===== config.mk =====
export PLATFORM = sky130hd
export DESIGN_NAME = sd_to_apc_flat
export DESIGN_NICKNAME = d
export VERILOG_FILES = /design/src/rtl/sd_to_apc_if.sv /design/src/rtl/sd_to_apc.sv /design/src/flat_wrapper.sv
export SDC_FILE = /design/constraint.sdc
export NUM_CORES = 1
export LEC_CHECK = 0
export ABC_CLOCK_PERIOD_IN_PS = 2500
export CAP_MARGIN = 20
export CORE_UTILIZATION = 45
export CTS_CLUSTER_DIAMETER = 200
export DETAILED_ROUTE_END_ITERATION = 7
export MAX_ROUTING_LAYER = met4
export PLACE_DENSITY_LB_ADDON = 0.12
export SYNTH_ARGS = -nofsm -noshare
export SYNTH_HDL_FRONTEND = slang
export SYNTH_SLANG_ARGS = --single-unit

===== constraint.sdc =====
create_clock -name clk -period 2.5 [get_ports clk]
set_input_delay 0.5 -clock clk [delete_from_list [all_inputs] [get_ports clk]]
set_output_delay 0.5 -clock clk [all_outputs]
set_load 0.01 [all_outputs]

===== src/rtl/sd_to_apc_if.sv =====
// sd_to_apc_if: srdy/drdy upstream side and APC phase-change downstream side of sd_to_apc
interface sd_to_apc_if #(parameter int width = 32);
  logic             c_srdy;
  logic             c_drdy;
  logic [width-1:0] c_data;
  logic             p_ph_send;
  logic             p_ph_ack;
  logic [width-1:0] p_data;
  modport master (output c_srdy, c_data, p_ph_ack, input c_drdy, p_ph_send, p_data);
  modport slave  (input c_srdy, c_data, p_ph_ack, output c_drdy, p_ph_send, p_data);
endinterface


===== src/rtl/sd_to_apc.sv =====
// sd_to_apc: srdy/drdy to async phase-change transmitter with a 2-entry holding buffer
module sd_to_apc #(parameter int width = 32) (
  input logic         clk,
  input logic         reset_n,
  sd_to_apc_if.slave  io
);
  typedef enum logic [1:0] {s_resync, s_idle, s_wait} state_t;
  state_t           state_q, state_d;
  logic [1:0]       sync_q;
  logic [1:0]       settle_q;
  logic [1:0]       cnt_q, cnt_d;
  logic             rptr_q, wptr_q;
  logic [width-1:0] mem_q [2];
  logic             send_q;
  logic [width-1:0] data_q;
  logic             sync_ack, done, push, launch;
  assign sync_ack     = sync_q[1];
  assign done         = sync_ack == send_q;
  assign io.c_drdy    = cnt_q != 2'd2;
  assign io.p_ph_send = send_q;
  assign io.p_data    = data_q;
  assign push         = io.c_srdy & io.c_drdy;
  // settle_q keeps s_resync closed until the synchronizer holds a real sample of the ack
  always_ff @(posedge clk or negedge reset_n) begin
    if (!reset_n) begin
      sync_q   <= '0;
      settle_q <= '0;
    end else begin
      sync_q   <= {sync_q[0], io.p_ph_ack};
      settle_q <= {settle_q[0], 1'b1};
    end
  end
  // next state and launch decision
  always_comb begin
    launch  = 1'b0;
    state_d = state_q;
    case (state_q)
      s_resync: state_d = (settle_q[1] && done) ? s_idle : s_resync;
      s_idle: begin
        launch  = cnt_q != 2'd0;
        state_d = launch ? s_wait : s_idle;
      end
      s_wait: begin
        launch  = done && cnt_q != 2'd0;
        state_d = (done && cnt_q == 2'd0) ? s_idle : s_wait;
      end
      default: state_d = s_resync;
    endcase
    cnt_d = cnt_q + 2'(push) - 2'(launch);
  end
  // FSM state register
  always_ff @(posedge clk or negedge reset_n) begin
    if (!reset_n) state_q <= s_resync;
    else state_q <= state_d;
  end
  // holding buffer and launched word; reset drops everything buffered or in flight
  always_ff @(posedge clk or negedge reset_n) begin
    if (!reset_n) begin
      cnt_q    <= '0;
      rptr_q   <= 1'b0;
      wptr_q   <= 1'b0;
      mem_q[0] <= '0;
      mem_q[1] <= '0;
      send_q   <= 1'b0;
      data_q   <= '0;
    end else begin
      cnt_q <= cnt_d;
      if (push) begin
        mem_q[wptr_q] <= io.c_data;
        wptr_q        <= ~wptr_q;
      end
      if (launch) begin
        data_q <= mem_q[rptr_q];
        send_q <= ~send_q;
        rptr_q <= ~rptr_q;
      end
    end
  end
endmodule

===== src/flat_wrapper.sv =====
// flat-port wrapper written by rule: the top's interface ports become plain ports
module sd_to_apc_flat 
#(parameter int width = 32)
  (clk, reset_n, io_c_srdy, io_c_data, io_p_ph_ack, io_c_drdy, io_p_ph_send, io_p_data);
  sd_to_apc_if #(.width(width)) io_i ();
  input logic clk;
  input logic reset_n;
  input wire logic [$bits(io_i.c_srdy)-1:0] io_c_srdy;
  input wire logic [$bits(io_i.c_data)-1:0] io_c_data;
  input wire logic [$bits(io_i.p_ph_ack)-1:0] io_p_ph_ack;
  output wire logic [$bits(io_i.c_drdy)-1:0] io_c_drdy;
  output wire logic [$bits(io_i.p_ph_send)-1:0] io_p_ph_send;
  output wire logic [$bits(io_i.p_data)-1:0] io_p_data;
  assign io_i.c_srdy = io_c_srdy;
  assign io_i.c_data = io_c_data;
  assign io_i.p_ph_ack = io_p_ph_ack;
  assign io_c_drdy = io_i.c_drdy;
  assign io_p_ph_send = io_i.p_ph_send;
  assign io_p_data = io_i.p_data;
  sd_to_apc #(.width(width)) u_core (.clk(clk), .reset_n(reset_n), .io(io_i));
endmodule

# Word-level counts from Yosys, hierarchy flattened
# Cells that the tools add are included.
totals:
  register_bits: 107
  latch_bits: 0
  ramBits: 0
  romBits: 0
  input_bits: 36
  output_inout_bits: 34
  wordCells: 43
  mem_count: 0
classes:
  n_addsub: 2
  n_mul: 0
  div: 0
  n_lt_le_gt_ge: 3
  n_eq_ne: 4
  shift: 0
  muxes: 11
  bitwise_logic: 6
  reduce_logical: 7
op_table:
  columns: ["cell", "count"]
  rows:
  - ["32-bit 2-to-1 mux", 4]
  - ["64-bit bitwise mux", 1]
  - ["32-bit demux with 1-bit select", 1]
  - ["2-bit case mux with 3 select lines", 1]
  - ["2-bit greater-or-equal comparator, second input constant", 2]
  - ["1-bit logical AND", 4]
  - ["2-bit logical NOT", 2]
  - ["2-bit 2-to-1 mux", 2]
  - ["1-bit inverter with 2-bit output", 2]
  - ["1-bit inverter", 3]
  - ["2-bit by 1-bit adder with 2-bit output", 1]
  - ["2-bit by 1-bit == test with 1-bit output, second input constant", 1]
  - ["2-bit == test, second input constant", 1]
  - ["2-bit by 1-bit < comparator with 1-bit output, second input constant", 1]
  - ["2-bit inequality test, second input constant", 1]
  - ["1-bit case mux with 2 select lines", 1]
  - ["2-bit nonzero test", 1]
  - ["2-bit by 1-bit subtractor with 2-bit output", 1]
  - ["1-bit bitwise AND", 1]
  - ["1-bit == test", 1]
  - ["1-bit 2-to-1 mux", 1]

# Logic depth before layout (Yosys ltp)
depth:
  word_depth: 6
  depth_mapped: 11
  ltp_nobuf: 10

# Worst setup path before layout
# OpenSTA, ideal clock, no wires.
synth_timing:
  kind: "reg2reg"
  start: "register u_core.state_q[0]"
  end: "register u_core.cnt_q[1]"
  t_arrival_ps: 2075
  t_required_ps: 2374
  slack_ps: 298
  stages_incl_launch_ff: 12
  n_path_buf: 1
  path_cell_list: "dfrtp_1 inv_1 ha_1 o21a_1 a31oi_4 buf_6 inv_1 ha_1 inv_1 ha_1 xnor2_1 xnor2_1"
synth_between:
  elab_chain_len: 3
  elab_cells_between_ends: 4
  classes_between: "1 x add/sub; 2 x eq/ne; 1 x mux"
synth_lines:
  columns: ["item", "line_no", "rtl"]
  rows:
  - ["from (decl)", "sd_to_apc.sv:8", "state_t state_q, state_d;"]
  - ["from (signal assigned)", "sd_to_apc.sv:53", "if (!reset_n) state_q <= s_resync;"]
  - ["from (signal assigned)", "sd_to_apc.sv:54", "else state_q <= state_d;"]
  - ["2-bit == test or 2-bit by 1-bit == test with 1-bit output (tied branches)", "sd_to_apc.sv:37", "case (state_q)"]
  - ["1-bit case mux with 2 select lines *", "sd_to_apc.sv:37", null]
  - ["net u_core.launch", "sd_to_apc.sv:16", "logic sync_ack, done, push, launch;"]
  - ["2-bit by 1-bit subtractor with 2-bit output *", "sd_to_apc.sv:49", "cnt_d = cnt_q + 2'(push) - 2'(launch);"]
  - ["net u_core.cnt_d[1]", "sd_to_apc.sv:11", "logic [1:0] cnt_q, cnt_d;"]
  - ["to (signal assigned)", "sd_to_apc.sv:67", "cnt_q <= cnt_d;"]
  - ["to (decl)", "sd_to_apc.sv:11", null]
# The timed path passes the listed nets; every way through them passes the cells marked *.
# A chain may end at the register's enable or synchronous reset.

# Worst setup path after layout
# Same ends and word-level chain as after synthesis.

==> reports/metrics.csv <==
metric;value;unit
area_growth;24.27;%
synth_seq_cells;107;
fmax;491.7;MHz
routed.top_layer;met4;
cp_max_fo;3;
grt_first_pass_wirelength;13250;um
wirelength;7924;um
worstPathArrival;2.32;ns
rows;36;
tns;0;ns
synthCells;281;
setup_ws;0.4661;ns
holdCritStartpoint;u_core.settle_q[0];
crit_required;2.79;ns
die_height;102.2;um
leakagePower;2.398;nW
ioPinCount;70;
status;finished, final reports clean;
peakVddDrop;0.5326;mV
setup_viol;0;
pre_cts_ws;0.4729;ns
hp-class;flip-flop to flip-flop;
cp-end-kind;flip-flop;
finClkSkew;0.01468;ns
dr.pass1.iters;4;
yosysWarnings;0;
viasPerCell;4.941;
grt_max_degree;48;
slowest_delay;0.39;ns
post_synth_num_cell_types;25;
die_w;102.2;um
via_count;2446;
root_buffer;clkbuf_8;
wire_per_inst;16.01;um
place_congestion;0.7746;
cap_viol_max_count;0;
crit_buf_inv;3;
tritoncts;done;
p_per_area;1304;mW/mm2
htreeDepth;3;
syn_area_per_cell;16.07;um2
holdPathEnd;u_core.settle_q[1];
cp_slowest_cell;dfrtp_1;
fin_nets;399;
clock_path_buffers;2;
io_buffers;69;
die_area;0.01044;mm2
crit_type;flip-flop to flip-flop;
r2r_start;u_core.state_q[0];
syn-num-nets;323;
rsz0062_at_grt;false;
final.period_utilization;81.36;%
cts_setup_buffers;0;
rr_worst_depth;10;
startpoint_type;flip-flop;
drtAntennaViolNets;0;
wirelength_met1;3546;um
period_minus_slack;2.034;ns
reg2reg_to;u_core.cnt_q[1];
clkTransAtPathRegs;0.11;ns
met3_length;313;um
cts_buffers;9;
cts.sink_count;107;
drc;0;
grt_pass1_vias;2675;
cp_top_family;adder cells;
drt_iter0_drc;43;
slew_violations;0;
seq_area_frac_synth;59.28;%
hold_viol;0;
crit_chain;inv_1 -> ha_1 -> o21a_1 -> a31oi_4 -> inv_1 -> ha_1 -> inv_1 -> ha_1 -> xnor2_1 -> xnor2_1;
insertion_delay;0.36;ns
antennaDiodeCount;0;
grt.total_usage;17.40;%
initial_core_util;46.42;%
core_area;0.009729;mm2
r2r_setup_slack;0.47;ns
grt_antenna_before_repair;0;
drive_above_1_share;43.92;%
grt.overflow.total;0;
dpl.hpwl;5211;um
routed-wl-met2;4010;um
whs_path_depth;0;
synth_area;0.004517;mm2
==> cells in the final DEF (no fill, tap or decap), types with 2 or more instances in the layout <==
master / instances
clkdlybuf4s50_1: 68
inv_1: 5
buf_12: 3
mux2_2: 121
bufinv_16: 2
inv_6: 3
xnor2_1: 4
buf_4: 7
dfrtp_1: 106
mux2_4: 6
clkbuf_8: 9
a21oi_1: 2
ha_1: 6
==> power breakdown <==
part	switching (mW)	total (mW)	internal, mW	leakage, nW
registers	0.478	3.07	2.60	1.27
clock network	0.602	1.18	0.582	0.113
logic	1.08	3.06	1.98	1.02
total	2.16	7.32	5.16	2.40
==> worst register-to-register path, delay by kind of cell, from the launching register on <==
family,cells,cell delay [ns]
flip-flops,1,0.39
adder cells (fa/ha/maj),3,0.76
AO/OA/AOI/OAI,2,0.34
XOR/XNOR,2,0.30
buffers and inverters,3,0.18
==> cell usage after synthesis <==
cell      number  area share (%)
a21oi_1        2            0.22
a31oi_4        1            0.47
a32oi_1        1            0.19
and2_1         1            0.14
and3b_1        1            0.19
buf_2          4            0.44
buf_6          7             1.7
clkbuf_1       3            0.25
conb_1         1           0.083
dfrtp_1      107              59
ha_1           6             1.7
inv_1          5            0.42
mux2_1         1            0.25
mux2_2       121              30
mux2_4         6             2.0
nand2b_1       1            0.14
nand2b_2       1            0.19
nand3_1        2            0.22
nor2_1         1           0.083
o211a_1        1            0.22
o21a_1         1            0.17
o22ai_1        1            0.14
xnor2_1        4            0.78
xnor2_2        1            0.36
xor2_1         1            0.19
==> per-stage QoR <==
stage          utilization (%)  cell area, um2  instances  hold WS [ns]  total power, mW
2_1_floorplan                -            4517        281        0.2044            5.137
3_3_place_gp             55.23            5374        478        0.3343            6.117
3_5_place_dp             55.23            5374        478        0.3363            6.228
4_1_cts                  57.69            5613        495        0.3494            7.452
5_1_grt                  57.69            5613        495        0.3557            7.859
6_report                 57.69            5613        495        0.3523            7.316
==> worst max path at each step <==
| stage | from | endpoint | slack [ns] | cells after the start |
|---|---|---|---|---|
| after global routing | u_core.state_q[0] | u_core.cnt_q[1] | 0.28 | 10 |
| final | u_core.state_q[0] | u_core.cnt_q[1] | 0.47 | 10 |
| after floorplan | u_core.state_q[0] | u_core.cnt_q[1] | 0.30 | 11 |
| after global placement | u_core.state_q[0] | u_core.cnt_q[1] | 0.51 | 10 |
| after CTS | u_core.cnt_q[0] | io_c_drdy | 0.44 | 2 |
| after detailed placement | u_core.state_q[0] | u_core.cnt_q[1] | 0.47 | 10 |
==> what timing repair did <==
item | in CTS | in global routing
hold buffers | 1 | 0
hold endpoints to repair | 11 | 0
gates resized for setup | 0 | 0
setup endpoints to repair | 0 | 0
==> layer usage <==
metal	GRT usage (%)	up-vias
met1	21.48	1263
met4	4.945	0
met3	4.104	5
met5	-	-
met2	28.60	41
li1	-	1137
==> sequential cells by signal, indices dropped and copies added, names as in the netlist <==
register	flops
u_core.mem_q	64
u_core.io.p_ph_send	1
u_core.rptr_q	1
u_core.settle_q	2
u_core.state_q	2
u_core.io.p_data	32
u_core.cnt_q	2
u_core.sync_q	2
u_core.wptr_q	1
==> cell families after synthesis <==
group           share of synthesized area (%)
fa+ha+maj                               1.662
simple gates                           0.9697
other cells                           0.08302
mux                                     32.41
flops                                   59.28
compound gates                          1.413
xor+xnor                                1.330
buf+inv                                 2.853
==> layout make-up <==
cell class	count	area [um2]
Clock buffer	9	123.9
Sequential cell	107	2679
Inverter	5	18.77
Tap cell	133	166.4
Multi-Input combinational cell	155	1717
Fill cell	839	4116
Clock inverter	7	105.1
Timing Repair Buffer	79	803.3
Power figures use the tool's default switching activity.
